<file path="config.mk">
export PLATFORM = sky130hd
export DESIGN_NAME = pixel_binner
export DESIGN_NICKNAME = d
export VERILOG_FILES = /design/src/rtl/pixel_binner.sv
export SDC_FILE = /design/constraint.sdc
export NUM_CORES = 1
export LEC_CHECK = 0
export CAP_MARGIN = 20
export CORE_MARGIN = 2
export CORE_UTILIZATION = 40
export CTS_CLUSTER_SIZE = 14
export DETAILED_ROUTE_END_ITERATION = 7
export PLACE_DENSITY = 0.55
export SYNTH_ARGS = -nofsm -noshare
export SYNTH_HDL_FRONTEND = slang
export SYNTH_SLANG_ARGS = --single-unit
</file>
<file path="constraint.sdc">
create_clock -name clk -period 12.3 [get_ports clk]
set_clock_uncertainty 0.15 [all_clocks]
set_input_delay 2.46 -clock clk [delete_from_list [all_inputs] [get_ports clk]]
set_output_delay 2.46 -clock clk [all_outputs]
set_load 0.01 [all_outputs]
</file>
<file path="src/rtl/pixel_binner.sv">
// RGB565 camera pixel binner: averages BIN x BIN pixel blocks per channel and
// streams the OUT_DIM x OUT_DIM x 3 result into the NPU input memory as planar R, G, B.
module pixel_binner #(
    parameter int OUT_DIM = 32,
    parameter int BIN     = 4
) (
    input  logic        clk,
    input  logic        resetn,
    input  logic        frame_start,
    input  logic        line_start,
    input  logic        pix_valid,
    input  logic [15:0] pix_data,
    output logic        npu_we,
    output logic [11:0] npu_addr,
    output logic [7:0]  npu_data,
    output logic        frame_done,
    output logic        ovf_err
);

    localparam int LB    = $clog2(BIN);
    localparam int S     = 8 + 2 * LB;
    localparam int WIN   = OUT_DIM * BIN;
    localparam int BXW   = (OUT_DIM > 1) ? $clog2(OUT_DIM) : 1;
    localparam int PLANE = OUT_DIM * OUT_DIM;
    localparam int CW    = 16;

    typedef enum logic [2:0] {
        IDLE,
        ACCUM,
        WR_R,
        WR_G,
        WR_B
    } state_t;

    state_t          state_reg;
    logic [CW-1:0]   row_reg;
    logic [CW-1:0]   col_reg;
    logic            row_seen_reg;
    logic [7:0]      cap_g_reg;
    logic [7:0]      cap_b_reg;
    logic [11:0]     base_reg;
    logic            last_reg;

    logic [CW-1:0]   row_inc;
    logic [CW-1:0]   col_inc;
    logic [CW-1:0]   eff_row;
    logic [CW-1:0]   eff_col;
    logic            in_win;
    logic [BXW-1:0]  bx;
    logic [BXW-1:0]  by;
    logic            load;
    logic            active;
    logic            accept;
    logic            acc_we;
    logic            done_bin;
    logic            drop;
    logic            last_next;
    logic [11:0]     base_next;
    logic [7:0]      ch8      [3];
    logic [S-1:0]    sum_next [3];

    // Counters saturate so very wide/tall frames never wrap back into the window.
    assign row_inc = (row_reg == '1) ? row_reg : row_reg + 1'b1;
    assign col_inc = (col_reg == '1) ? col_reg : col_reg + 1'b1;

    // A line start in the same cycle as a pixel takes effect first.
    assign eff_row = line_start ? (row_seen_reg ? row_inc : '0) : row_reg;
    assign eff_col = line_start ? '0 : col_reg;

    assign in_win    = (eff_row < CW'(WIN)) && (eff_col < CW'(WIN));
    assign bx        = eff_col[LB +: BXW];
    assign by        = eff_row[LB +: BXW];
    assign load      = (eff_row[LB-1:0] == '0) && (eff_col[LB-1:0] == '0);
    assign active    = (state_reg != IDLE) && !frame_start;
    assign accept    = (state_reg == ACCUM) && pix_valid && !frame_start;
    assign acc_we    = accept && in_win;
    assign done_bin  = acc_we && (&eff_row[LB-1:0]) && (&eff_col[LB-1:0]);
    assign drop      = active && pix_valid && in_win &&
                       ((state_reg == WR_R) || (state_reg == WR_G) || (state_reg == WR_B));
    assign last_next = (bx == BXW'(OUT_DIM - 1)) && (by == BXW'(OUT_DIM - 1));
    assign base_next = 12'(by) * 12'(OUT_DIM) + 12'(bx);

    assign ch8[0] = {pix_data[15:11], pix_data[15:13]};
    assign ch8[1] = {pix_data[10:5],  pix_data[10:9]};
    assign ch8[2] = {pix_data[4:0],   pix_data[4:2]};

    // The first pixel of each bin overwrites its entry, so stale sums never need clearing.
    genvar gi;
    generate
        for (gi = 0; gi < 3; gi++) begin : g_ch
            logic [S-1:0] acc_mem [OUT_DIM];
            logic [S-1:0] acc_rd;

            assign acc_rd       = acc_mem[bx];
            assign sum_next[gi] = load ? S'(ch8[gi]) : acc_rd + S'(ch8[gi]);

            always_ff @(posedge clk) begin
                if (acc_we) begin
                    acc_mem[bx] <= sum_next[gi];
                end
            end
        end
    endgenerate

    always_ff @(posedge clk or negedge resetn) begin
        if (!resetn) begin
            state_reg    <= IDLE;
            row_reg      <= '0;
            col_reg      <= '0;
            row_seen_reg <= 1'b0;
            cap_g_reg    <= '0;
            cap_b_reg    <= '0;
            base_reg     <= '0;
            last_reg     <= 1'b0;
            npu_we       <= 1'b0;
            npu_addr     <= '0;
            npu_data     <= '0;
            frame_done   <= 1'b0;
            ovf_err      <= 1'b0;
        end else begin
            frame_done <= 1'b0;
            if (frame_start) begin
                state_reg    <= ACCUM;
                row_reg      <= '0;
                col_reg      <= '0;
                row_seen_reg <= 1'b0;
                npu_we       <= 1'b0;
                npu_addr     <= '0;
                npu_data     <= '0;
            end else begin
                if (active) begin
                    if (line_start) begin
                        row_seen_reg <= 1'b1;
                        row_reg      <= eff_row;
                        col_reg      <= accept ? CW'(1) : '0;
                    end else if (accept) begin
                        col_reg <= col_inc;
                    end
                    if (drop) begin
                        ovf_err <= 1'b1;
                    end
                end

                case (state_reg)
                    ACCUM: begin
                        if (done_bin) begin
                            npu_we    <= 1'b1;
                            npu_addr  <= base_next;
                            npu_data  <= sum_next[0][S-1 -: 8];
                            cap_g_reg <= sum_next[1][S-1 -: 8];
                            cap_b_reg <= sum_next[2][S-1 -: 8];
                            base_reg  <= base_next;
                            last_reg  <= last_next;
                            state_reg <= WR_R;
                        end
                    end
                    WR_R: begin
                        npu_addr  <= base_reg + 12'(PLANE);
                        npu_data  <= cap_g_reg;
                        state_reg <= WR_G;
                    end
                    WR_G: begin
                        npu_addr  <= base_reg + 12'(2 * PLANE);
                        npu_data  <= cap_b_reg;
                        state_reg <= WR_B;
                    end
                    WR_B: begin
                        npu_we     <= 1'b0;
                        npu_addr   <= '0;
                        npu_data   <= '0;
                        frame_done <= last_reg;
                        state_reg  <= last_reg ? IDLE : ACCUM;
                    end
                    default: begin
                        npu_we    <= 1'b0;
                        npu_addr  <= '0;
                        npu_data  <= '0;
                        state_reg <= IDLE;
                    end
                endcase
            end
        end
    end

endmodule

</file>
After elaboration in Yosys (flattened, before gate mapping)
Memory sizes are Yosys's and may differ from the RTL's.
Cells that the tools add are included.
Word-level totals
  register bits after elaboration: 88
  RAM bits: 1152
  memories kept: 3
  output and inout bits: 23
Memory list
  g_ch[0].acc_mem: depth 32, bits a word 12, rd ports 1, clocked after memory_dff 0, write ports 1, line 91  | logic [S-1:0] acc_mem [OUT_DIM];
  g_ch[1].acc_mem: depth 32, bits a word 12, rd ports 1, clocked after memory_dff 0, write ports 1, line 91
  g_ch[2].acc_mem: depth 32, bits a word 12, rd ports 1, clocked after memory_dff 0, write ports 1, line 91
Operators by class
  equality and inequality tests: 11
  order comparisons: 2
  reductions and logical operators: 29
  $add $sub $neg: 8
  mux-type cells: 36
  bitwise gates (word level): 1
Operator list (count)
  16-bit 2-to-1 mux: 12
  12-bit 2-to-1 mux: 5
  12-bit by 8-bit adder with 12-bit output: 3
  12-bit one-hot mux with 3 select lines: 1
  16-bit by 1-bit adder with 16-bit output (second input constant): 2
  16-bit == test (second input constant): 2
  16-bit by 8-bit less-than comparator with 1-bit output (second input constant): 2
  8-bit one-hot mux with 3 select lines: 1
  8-bit 2-to-1 mux: 2
  12-bit by 11-bit adder with 12-bit output (second input constant): 1
  12-bit adder (second input constant): 1
  1-bit logical AND: 12
  3-bit one-hot mux with 4 select lines: 1
  10-bit by 5-bit adder with 11-bit output: 1
  1-bit 2-to-1 mux: 11
  5-bit == test (second input constant): 2
  3-bit AND reduction: 3
  2-bit AND reduction: 4
  3-bit by 2-bit == test with 1-bit output (second input constant): 2
  3-bit 2-to-1 mux: 2
  3-bit inequality test (second input constant): 2
  3-bit nonzero test: 2
  2-bit logical NOT: 2
  2-bit nonzero test: 2
  8 further kinds: 9

Logic depth before layout (Yosys ltp)
  depth in word-level cells: 12
  mapped depth: 23
  depth with buffers taken out: 17

Least setup slack after synthesis
OpenSTA, ideal clock, no wires.
  kind: in2reg
  start point: in line_start
  end point: mem g_ch[1].acc_mem[0][11] (netlist bit), data pin
  library setup time: 0.351 ns
  data arrival time: 6.947 ns
  stages on the path: 20
  path slack: 4.852 ns
  cells stage by stage: buf_2 > o21ba_2 > buf_2 > buf_2 > buf_2 > buf_2 > buf_1 > o22ai_1 > o21ai_0 > o21ai_0 > nor4_1 > ha_1 > a21o_1 > a21oi_1 > o21ai_0 > a2111oi_0 > a311o_1 > or4b_1 > xor2_1 > nor2_1
RTL lines
  start, declared: line 10  | input logic line_start,
  end, declared: line 91

==> impl_metrics.py <==
metrics = {
    "clock_network": {
        "cts_buffer_depth": 3,
        "clkSinkCount": 1238,
        "clkSlewWorstSetupHoldPaths_ns": 0.06,
        "ctsHoldBuffers": 0,
        "cts_tree": "done",
        "cts_resized": 0,
        "cts_inserted_buffers": 134,
        "post-cts-setup-buffers": 0,
        "cts.htree.levels": 4,
        "insertion_delay_ns": 0.77,
        "clockRootBuffer": "clkbuf_16",
    },
    "cells_and_area": {
        "diodes": 0,
        "multi_input_area_um2": 11900,
        "drive_gt1_frac": 0.135,
        "final_cell_area_um2": 56500,
        "fill_cells": 10600,
        "largest_register_ff_count": 1152,
        "final_util": 0.462,
        "layout_commonest_cell": "edfxtp_1",
        "seqCellArea_um2": 36800,
        "syn_to_final_growth_pct": 14.4,
        "num-nets-final": 3424,
        "final_cell_mix": "edfxtp_1 (1152), o22ai_1 (324), nor2_1 (242)",
    },
    "logic_synthesis": {
        "synth_fp_nets": 3343,
        "yosys_warnings": 0,
        "synth-edff-count": 1152,
        "yosys.area.top_type": "edfxtp_1",
        "netlist_instances": 3293,
        "ys_seq_area_frac": 0.744,
        "syn_avg_cell_area_um2": 15.0,
        "synthesis.area_um2": 49400,
        "ys_top_cells_by_area": "edfxtp_1 (70%), dfrtp_1 (4.4%), o22ai_1 (4.1%)",
        "synthArstFlopShare": 0.0695,
        "ys_ff_latch": 1238,
        "yosys_most_used_dff": "edfxtp_1",
        "netlist.area_leader.share": 0.700,
        "synth_cell_types": 98,
    },
    "job": {
        "cap_violations": 0,
    },
    "grt": {
        "overflow": 0,
        "grt_max_degree": 91,
        "antenna_found_initial": 2,
        "grt_use_total": 0.239,
        "grt_pass1_vias": 29700,
        "grt_pass1_wl_um": 218000,
    },
    "place": {
        "portBuffers": 43,
        "dpl_cell_area_um2": 52200,
        "detailedPlace.worstSlack_ns": 3.69,
        "place_congestion": 0.805,
        "dp_hpwl_um": 79300,
    },
    "sta": {
        "setup_slack_ns": 4.26,
        "finalHoldViolations": 0,
        "fin_setup_tns_ns": 0,
        "slew_viol_final": 0,
        "rsz0062_at_grt": "no",
        "fin_crit_ns": 8.04,
        "setup_viol": 0,
        "relSlewSlack": 0.283,
        "clock.fmax_mhz": 124,
        "worstMarginPinSlew_ns": 1.07,
        "post-route-period-util": 0.653,
    },
    "setup_path": {
        "end_kind": "flip-flop",
        "crit_arrival_ns": 8.46,
        "critPathKind": "in2reg",
        "critPathMaxFanout": 90,
        "cp-start-kind": "primary input",
        "worstPathRequired_ns": 12.73,
    },
    "floorplan": {
        "initial_core_util": 0.404,
        "ios": 44,
        "die_x_um": 355,
        "die_area_um2": 126000,
        "fp-row-count": 128,
        "die_h_um": 355,
        "core_area_um2": 122000,
    },
    "pwr": {
        "p_leak_nw": 18.0,
        "power.density_nw_per_um2": 161,
        "peakVddDrop_mv": 0.155,
        "power_w": 0.00909,
    },
    "detailed_routing": {
        "ant_nets": 0,
        "drtIter0Drc": 3897,
        "wl_per_cell_um": 29.8,
        "num_vias": 31000,
        "dr.pass1.iters": 7,
        "drt_wl_total_um": 152000,
        "via_per_inst": 6.07,
        "drcViolationCount": 0,
    },
    "status": {
        "status": "complete, no violations",
    },
    "hold_path": {
        "hp-class": "reg2reg",
    },
}
layout make-up:
class | count | share of cell area
well taps | 1625 | 0.0360
repair buffers | 159 | 0.0248
flip-flops and latches | 1238 | 0.650
inverters | 36 | 0.00239
clock buffers | 172 | 0.0635
multi-input cells | 1805 | 0.211
clock inverters | 69 | 0.0116
power by group:
| group | internal, W | switching, W |
|---|---|---|
| combinational | 0.0000968 | 0.000306 |
| clock | 0.00226 | 0.00166 |
| sequential | 0.00476 | 0.00000598 |
stage by stage:
| step | cells | hold slack, ns |
|---|---|---|
| finish | 5104 | 0.320 |
| global placement | 4857 | 0.305 |
| CTS | 5099 | 0.322 |
| detailed placement | 4858 | 0.310 |
| global route | 5104 | 0.360 |
| floorplan | 3293 | 0.280 |
cells in the mapped netlist (6+ instances only):
library cell / n
dfrtp_1: 86
buf_1: 23
nand2_1: 172
a21oi_1: 134
xnor2_1: 30
o32ai_1: 7
nand4_1: 19
nor3b_1: 8
buf_4: 14
and3_1: 11
nor3_1: 20
mux2_2: 54
o211ai_1: 17
o22ai_1: 324
o21a_1: 7
o21ai_1: 7
nor2b_1: 10
a2111oi_0: 6
ha_1: 26
inv_1: 35
a31oi_1: 13
buf_6: 6
mux2i_1: 87
a22oi_1: 23
a22o_1: 15
o221ai_1: 14
buf_2: 56
nor2_1: 276
a21o_1: 11
o21ai_0: 183
o21bai_1: 7
a211oi_1: 43
edfxtp_1: 1152
a221oi_1: 56
nand2b_1: 17
clkbuf_1: 112
nor4_1: 27
xor2_1: 15
nand3_1: 35
o31ai_1: 9
final timing paths:
| path | slack, ns | endpoint | depth (start not counted) | from |
|---|---|---|---|---|
| max | 4.26 | g_ch[0].acc_mem[12][11] | 17 | line_start |
| min | 0.32 | base_reg[0] | 2 | base_reg[0] |
| max reg2reg | 5.15 | g_ch[0].acc_mem[12][11] | 16 | col_reg[2] |
| min reg2reg | 0.32 | base_reg[0] | 2 | base_reg[0] |
| max in group asynchronous | 9.22 | col_reg[3] | 2 | resetn |
| min in group asynchronous | 1.43 | base_reg[7] | 1 | resetn |
kinds of logic after synthesis:
logic type                 share of synthesized area
muxes                                         0.0331
adders and majority gates                    0.00780
and+or+nand+nor                               0.0608
DFF                                            0.744
AOI/OAI and AO/OA                              0.124
buffers and inverters                         0.0231
xor gates and xnor gates                     0.00798
worst max-delay path, cell delays in order:
cell and delay (ns):
buf_4 0.12, buf_12 0.18, o21ba_4 0.74, buf_4 0.57
o22ai_1 0.15, o21ai_0 0.25, nand2_1 0.09, nor4_1 0.91
ha_1 0.39, a21o_1 0.17, a41oi_1 0.30, a21oi_1 0.16
a21oi_1 0.48, nor3b_2 0.16, xor2_1 0.17, nor2_1 0.61
buf_4 0.35
routing by layer:
layer  wire length, um  vias up  global-route usage  share of wire
met4              3770        0              0.0674          0.025
li1                  -    13300                   -              -
met3             12600      238              0.0444          0.083
met2             70100     1472               0.372           0.46
met1             65600    16000               0.342           0.43
met5                 0        -                   0              0
Power figures use the tool's default switching activity.
